===== src/rtl/mem_arb_pkg.sv =====
// Shared definitions for the memory port arbiter: owner encoding,
// default bus widths and the starvation counter width.
package mem_arb_pkg;

  localparam int unsigned ADDR_W_DEF   = 32;
  localparam int unsigned DATA_W_DEF   = 32;
  localparam int unsigned STARVE_CNT_W = 4;

  // Which requester owns the memory port in a given cycle.
  typedef enum logic [1:0] {
    OWN_NONE = 2'd0,
    OWN_IF   = 2'd1,
    OWN_D    = 2'd2
  } owner_e;

endpackage


===== src/rtl/mem_arb_pick.sv =====
// Grant selection for the shared memory port plus the fetch starvation
// counter. Data has fixed priority; fetch is forced through once it has
// watched STARVE_MAX consecutive data grants while it was waiting.
// Ports:
//   clk, rst_n          clock, async active-low reset
//   arm                 grants allowed (low in the reset-release cycle)
//   if_req, if_flush    fetch request and flush
//   d_req               data request
//   if_gnt, d_gnt       combinational grants (mutually exclusive)
module mem_arb_pick
  import mem_arb_pkg::*;
#(
  parameter int unsigned STARVE_MAX = 4
) (
  input  logic clk,
  input  logic rst_n,
  input  logic arm,
  input  logic if_req,
  input  logic if_flush,
  input  logic d_req,
  output logic if_gnt,
  output logic d_gnt
);

  logic [STARVE_CNT_W-1:0] starve_cnt;
  logic                    if_ok;
  logic                    force_if;

  // Grant decision; a flushed fetch never competes.
  always_comb begin
    if_ok    = if_req & ~if_flush;
    force_if = if_ok & (starve_cnt == STARVE_CNT_W'(STARVE_MAX));
    d_gnt    = arm & d_req & ~force_if;
    if_gnt   = arm & if_ok & ~d_gnt;
  end

  // Counts data grants that overtook a waiting fetch, saturating at max.
  always_ff @(posedge clk or negedge rst_n) begin
    if (!rst_n) begin
      starve_cnt <= '0;
    end else if (if_gnt || !if_ok) begin
      starve_cnt <= '0;
    end else if (d_gnt && (starve_cnt != STARVE_CNT_W'(STARVE_MAX))) begin
      starve_cnt <= starve_cnt + STARVE_CNT_W'(1);
    end
  end

endmodule


===== src/rtl/mem_port_arbiter.sv =====
// Arbitrates one single-ported synchronous memory (1-cycle read latency)
// between instruction fetch and the data stages, and routes each read
// response back to the requester that issued it.
// Ports:
//   clk, rst_n                       clock, async active-low reset
//   if_req/if_addr/if_flush          fetch request side
//   if_gnt/if_rvalid/if_rdata        fetch grant and read response
//   d_req/d_we/d_addr/d_wdata/d_wstrb data request side
//   d_gnt/d_rvalid/d_rdata           data grant and load response
//   ram_en/ram_we/ram_addr/ram_wdata memory command
//   ram_rdata                        memory read data (cycle after read)
module mem_port_arbiter
  import mem_arb_pkg::*;
#(
  parameter int unsigned ADDR_W     = ADDR_W_DEF,
  parameter int unsigned DATA_W     = DATA_W_DEF,
  parameter int unsigned STARVE_MAX = 4
) (
  input  logic                clk,
  input  logic                rst_n,
  input  logic                if_req,
  input  logic [ADDR_W-1:0]   if_addr,
  input  logic                if_flush,
  output logic                if_gnt,
  output logic                if_rvalid,
  output logic [DATA_W-1:0]   if_rdata,
  input  logic                d_req,
  input  logic                d_we,
  input  logic [ADDR_W-1:0]   d_addr,
  input  logic [DATA_W-1:0]   d_wdata,
  input  logic [DATA_W/8-1:0] d_wstrb,
  output logic                d_gnt,
  output logic                d_rvalid,
  output logic [DATA_W-1:0]   d_rdata,
  output logic                ram_en,
  output logic [DATA_W/8-1:0] ram_we,
  output logic [ADDR_W-1:0]   ram_addr,
  output logic [DATA_W-1:0]   ram_wdata,
  input  logic [DATA_W-1:0]   ram_rdata
);

  logic   arm_q;
  logic   rsp_if_q;
  logic   rsp_d_q;
  owner_e own_c;

  mem_arb_pick #(
    .STARVE_MAX (STARVE_MAX)
  ) u_pick (
    .clk      (clk),
    .rst_n    (rst_n),
    .arm      (arm_q),
    .if_req   (if_req),
    .if_flush (if_flush),
    .d_req    (d_req),
    .if_gnt   (if_gnt),
    .d_gnt    (d_gnt)
  );

  // Holds off all grants in the first cycle after reset release.
  always_ff @(posedge clk or negedge rst_n) begin
    if (!rst_n) begin
      arm_q <= 1'b0;
    end else begin
      arm_q <= 1'b1;
    end
  end

  // Port owner this cycle.
  always_comb begin
    own_c = OWN_NONE;
    if (d_gnt) begin
      own_c = OWN_D;
    end else if (if_gnt) begin
      own_c = OWN_IF;
    end
  end

  // Memory command mux; only a granted store drives byte enables.
  always_comb begin
    ram_en    = 1'b0;
    ram_we    = '0;
    ram_addr  = '0;
    ram_wdata = '0;
    unique case (own_c)
      OWN_D: begin
        ram_en    = 1'b1;
        ram_addr  = d_addr;
        ram_wdata = d_wdata;
        ram_we    = d_we ? d_wstrb : '0;
      end
      OWN_IF: begin
        ram_en   = 1'b1;
        ram_addr = if_addr;
      end
      default: begin
      end
    endcase
  end

  // Remembers who issued the read now in flight; stores return nothing.
  always_ff @(posedge clk or negedge rst_n) begin
    if (!rst_n) begin
      rsp_if_q <= 1'b0;
      rsp_d_q  <= 1'b0;
    end else begin
      rsp_if_q <= if_gnt;
      rsp_d_q  <= d_gnt & ~d_we;
    end
  end

  // Response routing; a flush in the return cycle drops the stale fetch.
  always_comb begin
    d_rvalid  = rsp_d_q;
    d_rdata   = rsp_d_q ? ram_rdata : '0;
    if_rvalid = rsp_if_q & ~if_flush;
    if_rdata  = if_rvalid ? ram_rdata : '0;
  end

endmodule


===== config.mk =====
export PLATFORM = sky130hd
export DESIGN_NAME = mem_port_arbiter
export DESIGN_NICKNAME = d
export VERILOG_FILES = /design/src/rtl/mem_arb_pkg.sv /design/src/rtl/mem_arb_pick.sv /design/src/rtl/mem_port_arbiter.sv
export SDC_FILE = /design/constraint.sdc
export NUM_CORES = 1
export LEC_CHECK = 0
export BUFFER_PORTS_ARGS = -buffer_cell sky130_fd_sc_hd__buf_2
export CAP_MARGIN = 20
export CORE_AREA = 3 3 104 106
export CTS_CLUSTER_DIAMETER = 100
export DETAILED_ROUTE_END_ITERATION = 8
export DIE_AREA = 0 0 107 109
export HOLD_SLACK_MARGIN = 0.15
export PLACE_DENSITY = 0.53
export SLEW_MARGIN = 40
export SYNTH_ARGS = -nofsm -noshare
export SYNTH_HDL_FRONTEND = slang
export SYNTH_SLANG_ARGS = --single-unit

===== constraint.sdc =====
create_clock -name clk -period 3.7 [get_ports clk]
set_input_delay 0.185 -clock clk [delete_from_list [all_inputs] [get_ports clk]]
set_output_delay 0.185 -clock clk [all_outputs]
set_load 0.01 [all_outputs]

Yosys cells after proc, flatten, opt, wreduce, memory -nomap -nowiden
Index checks and enable logic that the tools add are counted.
- add/subtract/negate cells: 1
- $mul: 0
- div/mod/pow operators: 0
- order comparisons: 0
- equality and inequality tests: 4
- shift operators: 0
- muxes and demuxes: 11
- bitwise operators: 12
- reduce and logical (&&, ||, !) cells: 5
- operator list (kind ; number):
    2-to-1 mux 32 bit ; 3
    case mux 32 bit (2 select lines) ; 1
    2-to-1 mux 4 bit ; 4
    AND 1 bit ; 8
    adder 4 x 1 -> 4 bit, second input constant ; 1
    == test 4 x 3 -> 1 bit, second input constant ; 1
    != test 4 x 3 -> 1 bit, second input constant ; 1
    NOT 1 bit ; 4
    == test 2 x 1 -> 1 bit, second input constant ; 1
    == test 2 bit, second input constant ; 1
    2-to-1 mux 1 bit ; 2
    2-to-1 mux 2 bit ; 1
    nonzero test 2 bit ; 1
    OR reduction 2 bit ; 1
    logical AND 1 bit ; 1
    logical NOT 1 bit ; 1
    logical OR 1 bit ; 1
- flip-flop bits (word level): 7
- bits in latches: 0
- memory bits (writable): 0
- ROM bits: 0
- input port bits: 138
- output and inout bits: 137
- logic and storage cells: 37
- memories kept: 0

Depth between registers and ports, before layout
- depth after elaboration: 12
- gate-level depth with buffers: 8
- gate-level depth less buffers: 5

Cells and area by module
Synthesis repeated with hierarchy kept, for this count alone.
- cells, all modules: 251
- area total of the unflattened synthesis: 1524.0 um^2
- by module, submodules not included (module ; instances ; cells each ; area an instance (um^2) ; sequential area each (um^2)):
    mem_port_arbiter ; 1 ; 220 ; 1257.5 ; 75.1
    mem_arb_pick ; 1 ; 31 ; 266.5 ; 100.1

Least setup slack after synthesis
Ideal clock, no wire load.
- kind: register -> output
- start point: register u_pick.starve_cnt[0]
- end point: output ram_wdata[10]
- arrival: 1.538 ns
- required time: 3.515 ns
- slack: 1.977 ns
- stages on the path, launching flop included: 9
- cell sequence: dfrtp_1 inv_1 ha_1 and3b_1 buf_6 a21oi_2 buf_2 clkbuf_2 and2_1
- cells in the longest elaborated chain, start to end: 10
- ends and longest elaborated chain (item ; line ; RTL):
    start, declared ; mem_arb_pick.sv:25 ; logic [STARVE_CNT_W-1:0] starve_cnt;
    start signal, assigned ; mem_arb_pick.sv:44 ; starve_cnt <= starve_cnt + STARVE_CNT_W'(1);
    == test 4 x 3 -> 1 bit * ; mem_arb_pick.sv:32 ; force_if = if_ok & (starve_cnt == STARVE_CNT_W'(STARVE_MAX));
    AND 1 bit * ; mem_arb_pick.sv:32 ;
    NOT 1 bit * ; mem_arb_pick.sv:33 ; d_gnt = arm & d_req & ~force_if;
    AND 1 bit * ; mem_arb_pick.sv:33 ;
    NOT 1 bit ; mem_arb_pick.sv:34 ; if_gnt = arm & if_ok & ~d_gnt;
    AND 1 bit ; mem_arb_pick.sv:34 ;
    2-to-1 mux 1 bit ; mem_port_arbiter.sv:74 ; end else if (if_gnt) begin
    2-to-1 mux 2 bit * ; mem_port_arbiter.sv:72 ; if (d_gnt) begin
    == test 2 bit * ; mem_port_arbiter.sv:85 ; unique case (own_c)
    2-to-1 mux 32 bit * ; mem_port_arbiter.sv:85 ;
    end, declared ; mem_port_arbiter.sv:38 ; output logic [DATA_W-1:0] ram_wdata,
Mark *: on every way between the ends. The rest lies on a longest branch, timed or not.

Worst setup path after layout
- start point: register u_pick.starve_cnt[0]
- end point: output ram_wdata[24]
Same word-level chain as after synthesis.

==> impl_metrics.ini <==
[layout]
syn_to_final_growth_pct = 73.1
nets = 725
drive_gt1_share_pct = 49.1
n_antenna_cell = 0
fillerInstances = 1095

[floorplan]
die_width_um = 107
initial_utilization_pct = 20.7
coreArea_mm2 = 0.00986
num_io_pins = 275
die_y_um = 109
die_area_mm2 = 0.0117
fp-row-count = 36

[power_and_ir_drop]
power-per-cell-area_mw_per_mm2 = 128
combPwrFrac_pct = 58.1
switching_share_pct = 38.2
clkPwrFrac_pct = 23.7
switching_power_mw = 0.173
seq_power_share_pct = 18.2
ir_drop_uv = 126
total_power_mw = 0.453
power.leakage_nw = 2.20
p_int_mw = 0.280

[synth]
synthXorXnorAreaFrac_pct = 0
synth_top_area_cell = and2_1
synth_fa_ha_area_share_pct = 1.22
synth-simple-area-share_pct = 41.8
yosysWarningCount = 0
synth_top_cell_area_share_pct = 29.7
ys_types = 27
synthMuxAreaShare_pct = 0
synth_top_family_by_area = simple AND/OR/NAND/NOR gates
synth_area_per_cell_um2 = 6.09
synth_cells = 336
synth_compound_area_share_pct = 33.9
seq_area_frac_synth_pct = 8.56
synth_fp_nets = 476
synthTopCellsByArea = and2_1 30%, a211oi_1 12%, o21a_1 12%
syn_area_mm2 = 0.00205
ys_seq_elements = 7

[worst_setup_path]
criticalPathCategory = flip-flop to primary output
start_kind = flip-flop
r2r-end = u_pick.starve_cnt[3]$_DFFE_PN0P_
crit_arrival_ns = 2.16
cp_max_fo = 38
r2r-start = u_pick.starve_cnt[0]$_DFFE_PN0P_
rr_worst_depth = 6
crit_required_ns = 3.51
r2r_setup_slack_ns = 1.75
critPathCaptureType = primary output

[grt]
antenna_found_initial = 0
grt_max_degree = 70
gr-usage-met3_pct = 2.72
use_met1_pct = 21.5
grt-ovfl-total = 0
use_met2_pct = 29.1
top_usage_layer = met2
grt_pass1_wl_um = 15600
grtUsageTotal_pct = 16.4
grt_pass1_vias = 3120

[placed_design]
hpwlAfterDp_um = 8570
port_buffers = 274
globalplace.congestion = 0.716

[worst_hold_path]
whs_path_depth = 2
hold_start = d_we
worstHoldPathType = input pin to flip-flop
hold_end = d_rvalid$_DFF_PN0_

[cts]
cts-buffers-inserted = 3
cts-root-buf = clkbuf_8
post_cts.repair.setup_buffers = 0
cts-resized-gates = 0
clk_pin_slew_ns = 0.04
insertion_delay_ns = 0.23
cts_tree = yes
clock_sinks = 7
htree_num_levels = 1
clock_path_buffers = 2

[job]
cap_violations = 0

[detailed_routing]
ant_nets = 0
initialDrtViolationCount = 146
num_vias = 3189
wl_per_cell_um = 14.9
drc = 0
via_per_inst = 4.45
wl_um = 10700
dr.pass1.iters = 4

[timing]
fmax_mhz = 426
slew_headroom_pct = 49.8
finalSetupTns_ns = 0
rsz0062_at_grt = false
hold_violations = 0
finalCriticalPeriod_ns = 2.35
setup_viol = 0
worst_pin_slew_ns = 0.753
finClkSkew_ns = 0.00510
maxSlewViolCount = 0
fin_crit_sh_pct = 63.5

[run_status]
outcome = finished clean
-- metal layers --
metal / routed length, um / share of wire, %
met5: 0 / 0
met4: 51 / 0.48
met3: 698 / 6.5
met2: 5360 / 50
met1: 4570 / 43
-- Yosys cell counts, drive strengths merged --
cell	count
nor2	3
or4	1
a21oi	36
a211oi	33
buf	12
o21a	32
and3b	1
nand3	2
a31oi	1
and3	4
inv	35
nand2	34
nor2b	5
a22oi	1
clkbuf	25
and2	97
nand2b	1
dfrtp	7
nand4b	1
conb	1
nand3b	1
a32oi	1
ha	2
-- critical path, stage by stage (launching register included) --
cell,delay [ns]
dfrtp_1,0.38
inv_1,0.07
ha_1,0.24
and3b_1,0.24
a21oi_4,0.58
and2_1,0.25
buf_2,0.16
-- area by class of cell --
type	instances	area, um2	share of cell area, %
timing repair buffer	281	1430	40.3
sequential	7	176	4.98
tap	133	166	4.70
multi-input combinational	257	1600	45.1
inverter	35	131	3.71
clock buffer	4	45.0	1.27
-- registers in the layout, summed over array words and instances (netlist names) --
name / cells
u_pick.starve_cnt: 4
arm_q: 1
d_rvalid: 1
rsp_if_q: 1
-- layout by cell type, fill, tap and decap left out, drive strengths merged --
master and count:
a211oi 33, a21oi 36, a22oi 1, a31oi 1, a32oi 1, and2 97, and3 4, and3b 1
buf 280, clkbuf 4, conb 1, dfrtp 7, dlygate4sd3 1, ha 2, inv 35, nand2 34
nand2b 1, nand3 2, nand3b 1, nand4b 1, nor2 3, nor2b 5, o21a 32, or4 1
-- metrics by stage --
stage | hold slack (ns) | util, % | cell area [um2] | setup slack [ns] | cells
6_report | 0.159 | 35.9 | 3540 | 1.35 | 717
5_1_grt | 0.169 | 35.9 | 3540 | 1.17 | 717
4_1_cts | 0.159 | 35.8 | 3530 | 1.16 | 717
3_5_place_dp | 0.0288 | 35.2 | 3480 | 1.43 | 712
3_3_place_gp | 0.0266 | 35.2 | 3470 | 1.41 | 712
2_1_floorplan | -0.111 | - | 2050 | 1.98 | 336
-- logic make-up (layout without fill, tap and decap cells) --
kind of cell,Yosys count,count (layout)
AOI/OAI and AO/OA,104,104
DFF,7,7
other,1,1
adders and majority gates,2,2
buffers and inverters,72,320
and+or+nand+nor,150,150
-- worst max path at each step --
stage                                                 from       endpoint  slack (ns)  depth (start not counted)
after CTS                 u_pick.starve_cnt[0]$_DFFE_PN0P_         if_gnt        1.16                          5
after detailed placement  u_pick.starve_cnt[0]$_DFFE_PN0P_         if_gnt        1.43                          5
after global placement    u_pick.starve_cnt[0]$_DFFE_PN0P_  ram_wdata[24]        1.41                          6
after global routing      u_pick.starve_cnt[0]$_DFFE_PN0P_  ram_wdata[24]        1.17                          6
after floorplan           u_pick.starve_cnt[0]$_DFFE_PN0P_  ram_wdata[10]        1.98                          8
final                     u_pick.starve_cnt[0]$_DFFE_PN0P_  ram_wdata[24]        1.35                          6
-- power by group through the flow --
| stage | clock, mW | sequential [mW] | combinational (mW) |
|---|---|---|---|
| 5_1_grt | 0.115 | 0.0829 | 0.292 |
| 2_1_floorplan | 0 | 0.0807 | 0.127 |
| 3_5_place_dp | 0 | 0.0832 | 0.264 |
| 6_report | 0.107 | 0.0824 | 0.263 |
| 3_3_place_gp | 0 | 0.0830 | 0.260 |
| 4_1_cts | 0.109 | 0.0822 | 0.266 |
-- timing repair --
item,4_1_cts,5_1_grt
endpoints found under the setup margin,0,0
endpoints found under the hold margin,7,0
hold buffers,1,0
No activity file was read; power rests on OpenSTA's default activity.
